## src/rtl/module_sipo_deserializer_pkg.sv

```systemverilog
// -----------------------------------------------------------------------------
// pkg_serial
// Shared types and helpers for the serial front-end blocks.
//   sipo_state_t : deserializer FSM state encoding (IDLE, SHIFT)
//   cnt_width()  : width of a counter able to represent 0..ancho
// -----------------------------------------------------------------------------
package pkg_serial;

  typedef enum logic {
    IDLE  = 1'b0,
    SHIFT = 1'b1
  } sipo_state_t;

  function automatic int cnt_width(input int ancho);
    return $clog2(ancho + 1);
  endfunction

endpackage : pkg_serial

```

## src/rtl/module_sipo_deserializer_bit_counter.sv

```systemverilog
// -----------------------------------------------------------------------------
// module_bit_counter
// Up-counter running 0..MAX-1 with wrap, synchronous active-low reset,
// synchronous clear (priority over enable) and a terminal-count flag.
// Ports:
//   clk_i    : clock, rising edge
//   rst_ni   : synchronous reset, active low
//   clr_i    : synchronous clear to zero
//   en_i     : count enable; at terminal count the next enable wraps to 0
//   count_o  : registered count value
//   tc_o     : high while count_o == MAX-1 (decoded from the register only)
// -----------------------------------------------------------------------------
module module_bit_counter
  import pkg_serial::*;
#(
  parameter int MAX   = 8,
  parameter int WIDTH = cnt_width(MAX)
) (
  input  logic             clk_i,
  input  logic             rst_ni,
  input  logic             clr_i,
  input  logic             en_i,
  output logic [WIDTH-1:0] count_o,
  output logic             tc_o
);

  localparam logic [WIDTH-1:0] LAST = WIDTH'(MAX - 1);

  logic [WIDTH-1:0] count_q;
  logic [WIDTH-1:0] count_d;
  logic             tc;

  assign tc = (count_q == LAST);

  always_comb begin
    count_d = count_q;
    if (clr_i) begin
      count_d = '0;
    end else if (en_i) begin
      count_d = tc ? '0 : count_q + WIDTH'(1);
    end
  end

  always_ff @(posedge clk_i) begin
    if (!rst_ni) begin
      count_q <= '0;
    end else begin
      count_q <= count_d;
    end
  end

  assign count_o = count_q;
  assign tc_o    = tc;

endmodule : module_bit_counter

```

## src/rtl/module_sipo_deserializer.sv

```systemverilog
// -----------------------------------------------------------------------------
// module_sipo_deserializer
// Collects a serial bit stream into ANCHO-bit words and presents each finished
// word on data_out together with a one-cycle we strobe, ready to feed a
// parallel holding register directly.
// Ports:
//   clk        : clock, rising edge
//   rst        : synchronous reset, active low; zeroes all outputs
//   bit_in     : serial data bit
//   bit_valid  : bit_in is accepted on every edge where this is high
//   clear      : soft abort of the word in progress (beats bit_valid)
//   data_out   : last completed word, held between completions
//   we         : one-cycle strobe, data_out carries a new word
//   busy       : a word is partially received
//   bit_count  : bits currently held in the shift register (0..ANCHO-1)
//
// state | meaning
// ------+---------------------------------------------------------------
// IDLE  | no bits held; next accepted bit starts a word
// SHIFT | 1..ANCHO-1 bits held; the ANCHO-th bit completes and exits
// -----------------------------------------------------------------------------
module module_sipo_deserializer
  import pkg_serial::*;
#(
  parameter int ANCHO     = 8,
  parameter bit MSB_FIRST = 1'b1
) (
  input  logic                        clk,
  input  logic                        rst,
  input  logic                        bit_in,
  input  logic                        bit_valid,
  input  logic                        clear,
  output logic [ANCHO-1:0]            data_out,
  output logic                        we,
  output logic                        busy,
  output logic [cnt_width(ANCHO)-1:0] bit_count
);

  localparam int CW = cnt_width(ANCHO);

  sipo_state_t      state_q, state_d;
  logic [ANCHO-1:0] sr_q, sr_d;
  logic [ANCHO-1:0] data_q, data_d;
  logic             we_q, we_d;
  logic [ANCHO-1:0] shifted;
  logic [CW-1:0]    cnt;
  logic             tc;
  logic             accept;

  assign accept = bit_valid & ~clear;

  // The register is zero whenever a word starts, so the same shift also
  // serves as the "load first bit" operation in IDLE.
  generate
    if (MSB_FIRST) begin : g_msb_first
      assign shifted = (sr_q << 1) | ANCHO'(bit_in);
    end else begin : g_lsb_first
      assign shifted = (sr_q >> 1) | {bit_in, {(ANCHO-1){1'b0}}};
    end
  endgenerate

  // The counter sees the raw clear and bit_valid; its own clear priority
  // matches the FSM's, so both stay in step.
  module_bit_counter #(
    .MAX   (ANCHO),
    .WIDTH (CW)
  ) u_bit_counter (
    .clk_i   (clk),
    .rst_ni  (rst),
    .clr_i   (clear),
    .en_i    (bit_valid),
    .count_o (cnt),
    .tc_o    (tc)
  );

  always_comb begin
    state_d = state_q;
    sr_d    = sr_q;
    data_d  = data_q;
    we_d    = 1'b0;

    if (clear) begin
      state_d = IDLE;
      sr_d    = '0;
    end else begin
      unique case (state_q)
        IDLE: begin
          if (accept) begin
            sr_d    = shifted;
            state_d = SHIFT;
          end
        end
        SHIFT: begin
          if (accept) begin
            if (tc) begin
              data_d  = shifted;
              we_d    = 1'b1;
              sr_d    = '0;
              state_d = IDLE;
            end else begin
              sr_d = shifted;
            end
          end
        end
        default: begin
          state_d = IDLE;
          sr_d    = '0;
        end
      endcase
    end
  end

  always_ff @(posedge clk) begin
    if (!rst) begin
      state_q <= IDLE;
      sr_q    <= '0;
      data_q  <= '0;
      we_q    <= 1'b0;
    end else begin
      state_q <= state_d;
      sr_q    <= sr_d;
      data_q  <= data_d;
      we_q    <= we_d;
    end
  end

  assign data_out  = data_q;
  assign we        = we_q;
  assign busy      = (state_q == SHIFT);
  assign bit_count = cnt;

endmodule : module_sipo_deserializer

```

## config.mk

```make
export PLATFORM = sky130hd
export DESIGN_NAME = module_sipo_deserializer
export DESIGN_NICKNAME = d
export VERILOG_FILES = /design/src/rtl/module_sipo_deserializer_pkg.sv /design/src/rtl/module_sipo_deserializer_bit_counter.sv /design/src/rtl/module_sipo_deserializer.sv
export SDC_FILE = /design/constraint.sdc
export NUM_CORES = 1
export LEC_CHECK = 0
export ABC_CLOCK_PERIOD_IN_PS = 1100
export CORE_MARGIN = 2
export CORE_UTILIZATION = 40
export DETAILED_ROUTE_END_ITERATION = 6
export MAX_ROUTING_LAYER = met4
export PLACE_DENSITY = 0.71
export SYNTH_ARGS = -nofsm -noshare
export SYNTH_HDL_FRONTEND = slang
export SYNTH_SLANG_ARGS = --single-unit
export TNS_END_PERCENT = 5
```

## constraint.sdc

```tcl
create_clock -name clk -period 1.1 [get_ports clk]
set_input_delay 0.275 -clock clk [delete_from_list [all_inputs] [get_ports clk]]
set_output_delay 0.275 -clock clk [all_outputs]
set_load 0.01 [all_outputs]
```

==> reports/summary.txt <==
area of the multi-input gates = 500 um^2
overflow left after global routing = 0
DIE WIDTH = 52.3 um
P&R area growth vs syn = 33.4%
transition time of the tightest slew-check pin = 0.189 ns
vias per std cell = 4.71
Max-slew headroom = 87.3%
share of the synthesized area in the top cell type = 45.1%
register area = 439 um^2
Die Y-Extent = 52.3 um
initial detailed-routing violation count = 13
# rows = 17
P_sw = 328 uW
Filler cells = 210
hold_buf cts = 0
Post-Route WL = 1790 um
GR peak layer = met2
power share of the combinational group = 11.0%
cell accounting for the most synthesized area = dfxtp_1
max incr delay on CP = 0.37 ns
RSZ-0062 raised after global routing = yes
Worst Setup Start Kind = register
period utilisation layout = 111%
antenna-violating nets left = 0
Slew Limit Fails = 0
vias in the first global route = 644
Async SR Flop Fraction = 0%
Layout Skew = 0.00193 ns
total track usage = 15.3%
Internal Power = 987 uW
Max-Cap Viols = 0
Max H-tree Level = 1
Residual DRC = 0
number of synthesized flops with an enable pin = 0
Leak = 0.542 nW
most common cell in the netlist = dfxtp_1
CTS clk-pin slew, worst paths = 0.12 ns
crit-path leading delay family = flip-flops
largest net degree at the start of global routing = 18
yosys warns = 0
Max IR drop VDD = 0.000803 V
CP Cell Sequence = dlygate4sd2_1
Hold Violations, Final = 0
Max Fclk = 818 MHz
GR Util met2 = 22.2%
critical path buffer and inverter count = 1
Synth cell types = 24
Nets = 132
Max Fanout on Critical Path = 3
status = complete, but fails checks
Crit-path slowest cell = dfxtp_2
Critical Path RT = 0.82 ns
Initial Utilization = 42.1%
ant diodes = 0
top post-synthesis cells by count = dfxtp_1 (21), nand2_1 (18), nor2_1 (17), mux2i_1 (9), a211oi_2 (7)
Buffers on Ports = 18
post-layout total power = 1.31 mW
Sw Share = 24.9%
Clock Path Buffers = 2
fin crit period = 1.22 ns
Die Area = 0.00273 mm^2
Avg Synthesized Cell Area = 9.92 um^2
Clk Latency, worst-skew pair = 0.31 ns
antenna violations before repair = 0
top post-synthesis cells by area = dfxtp_1 (45%), mux2i_1 (9.7%), a211oi_2 (9.4%)
I/O pins = 19
core area = 0.00221 mm^2
critical path endpoint category = output pin
Syn Nets = 100
register area share after synthesis = 45.1%
Synth Flop Type = dfxtp_1
share of layout cells above drive strength 1 = 46.4%
Vias = 720
Detail Placement HPWL = 1230 um
hold_ws = 0.462 ns
global-route wire length before repair = 2930 um
Syn Inst Count = 94
GP Congestion = 0.681
part of the power in registers = 60.0%
Num CTS Buffers = 3
failing checks = setup timing
drt wl/cell = 11.7 um
clock net sink count = 21
fin util = 56.2%
synthesis-stage register bit count = 21
drt first pass iters = 4
met1 Usage GRT = 19.6%
Setup-failing EPs final = 18
Worst Path Class, Setup = reg -> out
cell area after synthesis = 932 um^2
fin worst setup slack = -0.122 ns
Root Driver = clkbuf_4
pwr/cell area = 1060 mW/mm^2
Clock Power Share = 29.0%
CTS tree = yes
crit path DAT = 0.95 ns
grt met3 use = 2.57%
Hold WC Path Type = in -> reg
-- timing repair --
action	in CTS	in global routing
setup buffers	1	1
hold endpoints to repair	0	0
setup endpoints to repair	34	21
pin swaps	4	2
resized for setup	65	6
cloned	0	1
-- layout make-up --
cell class | instances | share of cell area [%]
sequential | 21 | 35.3
tap | 28 | 2.82
inverter | 1 | 0.302
multi-input combinational | 68 | 40.2
clock buffer | 4 | 2.11
timing repair buffer | 31 | 19.2
-- state kept, by name (all words and copies together) (netlist names) --
register / cells
data_out: 8
busy: 1
we: 1
u_bit_counter.count_o: 4
sr_q: 7
-- placed cells by master (no fill, tap or decap), types with 2 or more instances in the layout --
cell type and instances:
dfxtp_1 8, buf_6 3, nor2_1 17, dlygate4sd2_1 2
buf_2 12, nand2b_4 2, buf_4 10, clkdlybuf4s50_1 2
nand2_1 18, mux2i_1 9, a211oi_2 7, clkbuf_4 3
dfxtp_2 12
-- power groups by stage --
stage / clock, mW / combinational, mW / sequential [mW]
after floorplan: 0 / 0.0916 / 0.807
after global placement: 0 / 0.133 / 0.806
after detailed placement: 0 / 0.136 / 0.807
after CTS: 0.393 / 0.134 / 0.788
after global routing: 0.410 / 0.158 / 0.791
final: 0.382 / 0.144 / 0.789
-- metrics by stage --
step	setup slack [ns]	cells	TNS (ns)	cell area, um^2
3_3_place_gp	-0.454	146	-9.14	1210
5_1_grt	-0.163	153	-2.25	1240
6_report	-0.122	153	-1.19	1240
2_1_floorplan	0.000624	94	0	952
3_5_place_dp	-0.480	146	-9.76	1210
4_1_cts	-0.112	151	-1.81	1200
-- path summary, 6_finish.rpt --
| kind | startpoint | to | slack [ns] | cells after the start |
|---|---|---|---|---|
| max | u_bit_counter.count_o[1] | bit_count[1] | -0.12 | 1 |
| max reg2reg | u_bit_counter.count_o[1] | sr_q[0] | -0.11 | 6 |
| min reg2reg | data_out[5] | data_out[5] | 0.47 | 2 |
| min | clear | sr_q[5] | 0.46 | 4 |
-- metal layers --
metal,vias up,wire (um)
met5,-,0
met4,0,48
met3,4,49
met2,9,810
met1,333,877
li1,374,-
-- cell families after synthesis --
logic type	Yosys count	share of synthesized area, %
AO/OA/AOI/OAI	11	13.0
XOR/XNOR	1	0.940
adder cells (fa/ha/maj)	1	1.34
buffers and inverters	6	4.70
flip-flops	21	45.1
multiplexers	9	9.66
AND/OR/NAND/NOR	45	25.2
No activity file was read; power rests on OpenSTA's default activity.
